File: src/rtl/mem_ctrl.sv
`default_nettype none
// ============================================================================
// Module   : mem_ctrl
// Brief    : Byte-serial single-port RAM controller for fetch and load/store.
// Revision : 1.0 - initial release
// ============================================================================
module mem_ctrl #(
    parameter int ADDR_W = 32,
    parameter int DATA_W = 32
) (
    input  logic              clk_in,
    input  logic              rst_in,
    input  logic              rdy_in,
    input  logic              flush_i,
    input  logic              if_req_i,
    input  logic [ADDR_W-1:0] if_addr_i,
    output logic [DATA_W-1:0] if_data_o,
    output logic              if_done_o,
    input  logic              mem_load_i,
    input  logic              mem_store_i,
    input  logic [ADDR_W-1:0] mem_addr_i,
    input  logic [2:0]        mem_funct3_i,
    input  logic [DATA_W-1:0] mem_store_data_i,
    output logic [DATA_W-1:0] mem_data_o,
    output logic              mem_done_o,
    input  logic [7:0]        ram_din_i,
    output logic [7:0]        ram_dout_o,
    output logic [ADDR_W-1:0] ram_a_o,
    output logic              ram_wr_o
);

    localparam int c_BYTES = DATA_W / 8;
    localparam int c_CNT_W = $clog2(c_BYTES + 2);
    localparam int c_IDX_W = $clog2(c_BYTES);

    typedef enum logic [2:0] {
        ST_IDLE   = 3'd0,
        ST_IF_RD  = 3'd1,
        ST_MEM_RD = 3'd2,
        ST_MEM_WR = 3'd3,
        ST_DONE   = 3'd4
    } state_t;

    state_t              r_state;
    state_t              w_state_nxt;
    logic [c_CNT_W-1:0]  r_cnt;
    logic [c_CNT_W-1:0]  r_nbytes;
    logic [ADDR_W-1:0]   r_addr;
    logic [2:0]          r_f3;
    logic [DATA_W-1:0]   r_sdata;
    logic [DATA_W-1:0]   r_buf;
    logic [DATA_W-1:0]   r_if_data;
    logic [DATA_W-1:0]   r_mem_data;
    logic                r_if_done;
    logic                r_mem_done;
    logic [ADDR_W-1:0]   r_ram_a;
    logic [7:0]          r_ram_dout;
    logic                r_wr;

    logic                w_mem_req;
    logic [c_CNT_W-1:0]  w_req_n;
    logic [c_CNT_W-1:0]  w_step;
    logic                w_last_rd;
    logic                w_last_wr;
    logic                w_more_addr;
    logic                w_sample;
    logic [c_IDX_W-1:0]  w_rd_idx;
    logic [c_IDX_W-1:0]  w_st_idx;
    logic [7:0]          w_st_byte;
    logic [DATA_W-1:0]   w_rd_word;
    logic [DATA_W-1:0]   w_ext;

    assign w_mem_req   = mem_load_i | mem_store_i;
    // w_step is the index of the edge about to happen, counted from the accept edge
    assign w_step      = r_cnt + c_CNT_W'(1);
    assign w_last_rd   = (w_step == r_nbytes + c_CNT_W'(1));
    assign w_last_wr   = (w_step == r_nbytes);
    assign w_more_addr = (w_step < r_nbytes);
    assign w_sample    = (w_step >= c_CNT_W'(2));
    assign w_rd_idx    = c_IDX_W'(w_step - c_CNT_W'(2));
    assign w_st_idx    = c_IDX_W'(w_step);
    assign w_st_byte   = r_sdata[{w_st_idx, 3'b000} +: 8];

    always_comb begin
        w_req_n = c_CNT_W'(c_BYTES);
        case (mem_funct3_i[1:0])
            2'b00:   w_req_n = c_CNT_W'(1);
            2'b01:   w_req_n = c_CNT_W'(2);
            default: w_req_n = c_CNT_W'(c_BYTES);
        endcase
    end

    // Byte arriving on this edge merged into the partially assembled word
    always_comb begin
        w_rd_word = r_buf;
        w_rd_word[{w_rd_idx, 3'b000} +: 8] = ram_din_i;
    end

    always_comb begin
        w_ext = w_rd_word;
        case (r_f3)
            3'b000:  w_ext = {{(DATA_W-8){w_rd_word[7]}}, w_rd_word[7:0]};
            3'b100:  w_ext = {{(DATA_W-8){1'b0}}, w_rd_word[7:0]};
            3'b001:  w_ext = {{(DATA_W-16){w_rd_word[15]}}, w_rd_word[15:0]};
            3'b101:  w_ext = {{(DATA_W-16){1'b0}}, w_rd_word[15:0]};
            default: w_ext = w_rd_word;
        endcase
    end

    always_ff @(posedge clk_in or posedge rst_in) begin
        if (rst_in) begin
            r_state <= ST_IDLE;
        end else if (rdy_in) begin
            r_state <= w_state_nxt;
        end
    end

    always_comb begin
        w_state_nxt = r_state;
        unique case (r_state)
            ST_IDLE: begin
                if (w_mem_req) begin
                    w_state_nxt = mem_store_i ? ST_MEM_WR : ST_MEM_RD;
                end else if (if_req_i && !flush_i) begin
                    w_state_nxt = ST_IF_RD;
                end
            end
            ST_IF_RD: begin
                if (flush_i) begin
                    w_state_nxt = ST_IDLE;
                end else if (w_last_rd) begin
                    w_state_nxt = ST_DONE;
                end
            end
            ST_MEM_RD: if (w_last_rd) w_state_nxt = ST_DONE;
            ST_MEM_WR: if (w_last_wr) w_state_nxt = ST_DONE;
            ST_DONE:   w_state_nxt = ST_IDLE;
            default:   w_state_nxt = ST_IDLE;
        endcase
    end

    always_ff @(posedge clk_in or posedge rst_in) begin
        if (rst_in) begin
            r_cnt      <= '0;
            r_nbytes   <= '0;
            r_addr     <= '0;
            r_f3       <= '0;
            r_sdata    <= '0;
            r_buf      <= '0;
            r_if_data  <= '0;
            r_mem_data <= '0;
            r_if_done  <= 1'b0;
            r_mem_done <= 1'b0;
            r_ram_a    <= '0;
            r_ram_dout <= '0;
            r_wr       <= 1'b0;
        end else if (rdy_in) begin
            // Done pulses last exactly one enabled cycle
            r_if_done  <= 1'b0;
            r_mem_done <= 1'b0;
            case (r_state)
                ST_IDLE: begin
                    r_cnt <= '0;
                    if (w_mem_req) begin
                        r_addr   <= mem_addr_i;
                        r_f3     <= mem_funct3_i;
                        r_nbytes <= w_req_n;
                        r_sdata  <= mem_store_data_i;
                        r_ram_a  <= mem_addr_i;
                        if (mem_store_i) begin
                            r_wr       <= 1'b1;
                            r_ram_dout <= mem_store_data_i[7:0];
                        end
                    end else if (if_req_i && !flush_i) begin
                        r_addr   <= if_addr_i;
                        r_nbytes <= c_CNT_W'(c_BYTES);
                        r_ram_a  <= if_addr_i;
                    end
                end
                ST_IF_RD, ST_MEM_RD: begin
                    r_cnt <= w_step;
                    if (w_more_addr) begin
                        r_ram_a <= r_addr + ADDR_W'(w_step);
                    end
                    if (w_sample) begin
                        r_buf <= w_rd_word;
                    end
                    if (w_last_rd) begin
                        if (r_state == ST_MEM_RD) begin
                            r_mem_data <= w_ext;
                            r_mem_done <= 1'b1;
                        end else if (!flush_i) begin
                            r_if_data <= w_rd_word;
                            r_if_done <= 1'b1;
                        end
                    end
                end
                ST_MEM_WR: begin
                    r_cnt <= w_step;
                    if (w_last_wr) begin
                        r_wr       <= 1'b0;
                        r_mem_done <= 1'b1;
                    end else begin
                        r_ram_a    <= r_addr + ADDR_W'(w_step);
                        r_ram_dout <= w_st_byte;
                    end
                end
                default: ;
            endcase
        end
    end

    assign if_data_o  = r_if_data;
    assign if_done_o  = r_if_done;
    assign mem_data_o = r_mem_data;
    assign mem_done_o = r_mem_done;
    assign ram_a_o    = r_ram_a;
    assign ram_dout_o = r_ram_dout;
    // A stalled cycle must never commit a write
    assign ram_wr_o   = r_wr & rdy_in;

endmodule
`default_nettype wire

File: config.mk
export PLATFORM = sky130hd
export DESIGN_NAME = mem_ctrl
export DESIGN_NICKNAME = d
export VERILOG_FILES = /design/src/rtl/mem_ctrl.sv
export SDC_FILE = /design/constraint.sdc
export NUM_CORES = 1
export LEC_CHECK = 0
export CORE_ASPECT_RATIO = 0.6
export CORE_MARGIN = 2
export CORE_UTILIZATION = 33
export DETAILED_ROUTE_END_ITERATION = 10
export GPL_TIMING_DRIVEN = 0
export SYNTH_ARGS = -nofsm -noshare
export SYNTH_HDL_FRONTEND = slang
export SYNTH_SLANG_ARGS = --single-unit
File: constraint.sdc
create_clock -name clk_in -period 8.8 [get_ports clk_in]
set_input_delay 1.32 -clock clk_in [delete_from_list [all_inputs] [get_ports clk_in]]
set_output_delay 1.32 -clock clk_in [all_outputs]
set_load 0.005 [all_outputs]
==> metrics.txt <==
cells after synthesis=997; via count=around 8400; min cycle time layout=around 5.5 ns; First DRT Iteration DRCs=approximately 600; CP cell instances=clkbuf_1 -> buf_2 -> inv_1 -> ha_1 -> clkbuf_1 -> inv_1 -> fa_1 -> nor2b_1 -> o21bai_1 -> nor3_1 -> and3_1 -> xor2_1 -> a221o_1; WL/cell=between 15 and 20 um; post-DP HPWL=23.27 mm; Crit Path Max Fanout=10; Final setup viols=0; Area Overhead vs Synth=34.74%; Power Total=around 4.7 mW; Final Hold Fails=0; Final Skew=~0.014 ns; synth cell count leaders=dfrtp_1, nand2_1, a21oi_1; Ports=221; die area=32470 um^2; CP max stage cell=nor3_1; ratio of final minimum period to clock period=0.6198; Achievable Freq=approximately 0.18 GHz; Synth area leaders=dfrtp_1, nand2_1, a21oi_1; maximum VDD drop=0.1242 mV; pwr/cell area=about 340 nW/um^2; TritonCTS clock tree=yes; Final Worst Setup Slack=3.346 ns; Layout fillers=between 2000 and 3000; GP Congestion=about 0.85; core box area=30230 um^2; Syn Nets=1125; Routed WL=31.41 mm; Clk Latency, worst-skew pair=0.52 ns; Worst-path clk slew=0.06 ns; post-synthesis sequential area ratio=0.5259; # hold bufs at CTS=0; Ys Warns=0; post-synth top area share=0.5259; critical path endpoint category=register; post-route ant nets=0; WS Path Type=reg -> reg; vias per cell=~5; Num CTS Buffers=23; post-synthesis cell area=between 10000 and 15000 um^2; Final Max Tran Viols=0; post-CTS setup buffers=0; dpl cell area=12970 um^2; clk sinks=about 220; H-tree depth=1; RSZ-0062 raised after global routing=no; GRT Overall Usage=0.1900; site row count=between 40 and 50; required time worst endpoint=just over 9 ns; Die Y=140.4 um; grt total ovfl=0; CP max stage delay=between 0.8 and 0.9 ns; Worst-Margin Slew=about 1 ns; CTS root buf=clkbuf_16; Initial Util=0.3385; maximum clock path buffer count=3; status=completed; antenna violations before repair=4; most numerous cell in the Yosys netlist=dfrtp_1; Post-synth EDFFs=0; asr flop ratio synth=1.000; CP top delay family=buffers and inverters; Port Buffers=around 220; top_reg_cell synth=dfrtp_1; data arrival time of the worst path=roughly 5.8 ns; DRC Markers=0; syn avg cell area=10.26 um^2; crit path buf inv count=5; Cell variety after synth=54; fraction of layout cells with a size suffix above 1=0.1065; LEAKAGE=roughly 5.9 nW; max-cap viol count=0; Max-slew headroom=0.3269; first-pass GRT wire length=47.86 mm; Hold Crit Class=reg -> reg; largest net degree at the start of global routing=111; drt first pass iters=5; Critical Path Source Type=register; fin nets=1370; final instance area=around 14000 um^2; Place WS=3.280 ns; cts repair resizes=0; vias in the first global route=roughly 8000; post-synth top area cell=dfrtp_1; Die Width=between 200 and 250 um; FF+latch count, synth=215
==> flip-flops by register name (all words and copies together), names as in the netlist, 3 cells and up <==
register and count:
r_sdata 32, r_state 3, if_data_o 32, r_f3 3
ram_a_o 32, r_cnt 3, r_nbytes 3, ram_dout_o 8
r_buf 32, mem_data_o 32, r_addr 32
==> metrics by stage <==
stage	util	hold WS [ns]	setup TNS [ns]	std cells
4_1_cts	0.4559	0.4841	0	1666
3_5_place_dp	0.4291	0.4692	0	1625
6_report	0.4561	0.4763	0	1669
5_1_grt	0.4559	0.4970	0	1666
2_1_floorplan	-	0.4538	0	997
3_3_place_gp	0.4279	0.4605	-340.78	1624
==> worst paths after layout <==
kind	start	endpoint	slack (ns)	cells past startpoint
max	r_cnt[0]	ram_a_o[24]	3.35	13
min	ram_a_o[10]	ram_a_o[10]	0.48	2
max reg2reg	r_cnt[0]	ram_a_o[24]	3.35	13
min reg2reg	ram_a_o[10]	ram_a_o[10]	0.48	2
max in group asynchronous	rst_in	ram_a_o[0]	6.45	3
min in group asynchronous	rst_in	mem_data_o[25]	1.33	2
==> logic make-up after synthesis <==
kind of cell    count (synthesis)  share of synthesized area
xor+xnor                       32                    0.02813
flops                         215                     0.5259
simple gates                  303                     0.1405
buf+inv                        74                    0.03180
compound gates                285                     0.1693
mux                            74                    0.08658
fa+ha+maj                      14                    0.01786
==> report_power, final <==
part	internal [mW]	total, mW	switching, mW
combinational	0.950	1.96	1.01
sequential	1.39	1.67	0.275
clock	0.634	1.04	0.409
total	2.98	4.67	1.69
==> worst register-to-register path, cell delays in order, from the launching register on <==
cell      delay, ns
dfrtp_1        0.50
clkbuf_1       0.38
buf_2          0.44
inv_1          0.21
ha_1           0.57
clkbuf_1       0.65
inv_1          0.22
fa_1           0.49
nor2b_1        0.16
o21bai_1       0.22
nor3_1         0.82
and3_1         0.30
xor2_1         0.07
a221o_1        0.32
==> per-layer routing <==
layer / share of wire / track usage
met1: 0.52 / 0.3027
met2: 0.38 / 0.2471
met3: 0.087 / 0.06087
met4: 0.013 / 0.03090
met5: 0 / 0
==> area by class of cell <==
type | instances | area, um^2 | area share
Tap cell | 408 | 510.5 | 0.03703
Timing Repair Buffer | 220 | 2220 | 0.1610
Multi-Input combinational cell | 708 | 4526 | 0.3283
Clock buffer | 34 | 696.9 | 0.05055
Sequential cell | 215 | 5380 | 0.3903
Buffer | 59 | 269.0 | 0.01951
Clock inverter | 7 | 112.6 | 0.008168
Inverter | 15 | 63.81 | 0.004629
Antenna cell | 3 | 7.507 | 0.0005446
==> placed cells by master (no fill, tap or decap), types with 23 or more instances in the layout <==
cell and instances:
a21o_1 23, a21oi_1 90, clkbuf_1 35, clkbuf_16 23
clkdlybuf4s50_1 219, dfrtp_1 215, mux2_2 36, mux2i_1 30
nand2_1 127, nor2_1 68, nor2b_1 34, o21ai_0 83
o21ai_1 31
No activity file was read; power rests on OpenSTA's default activity.
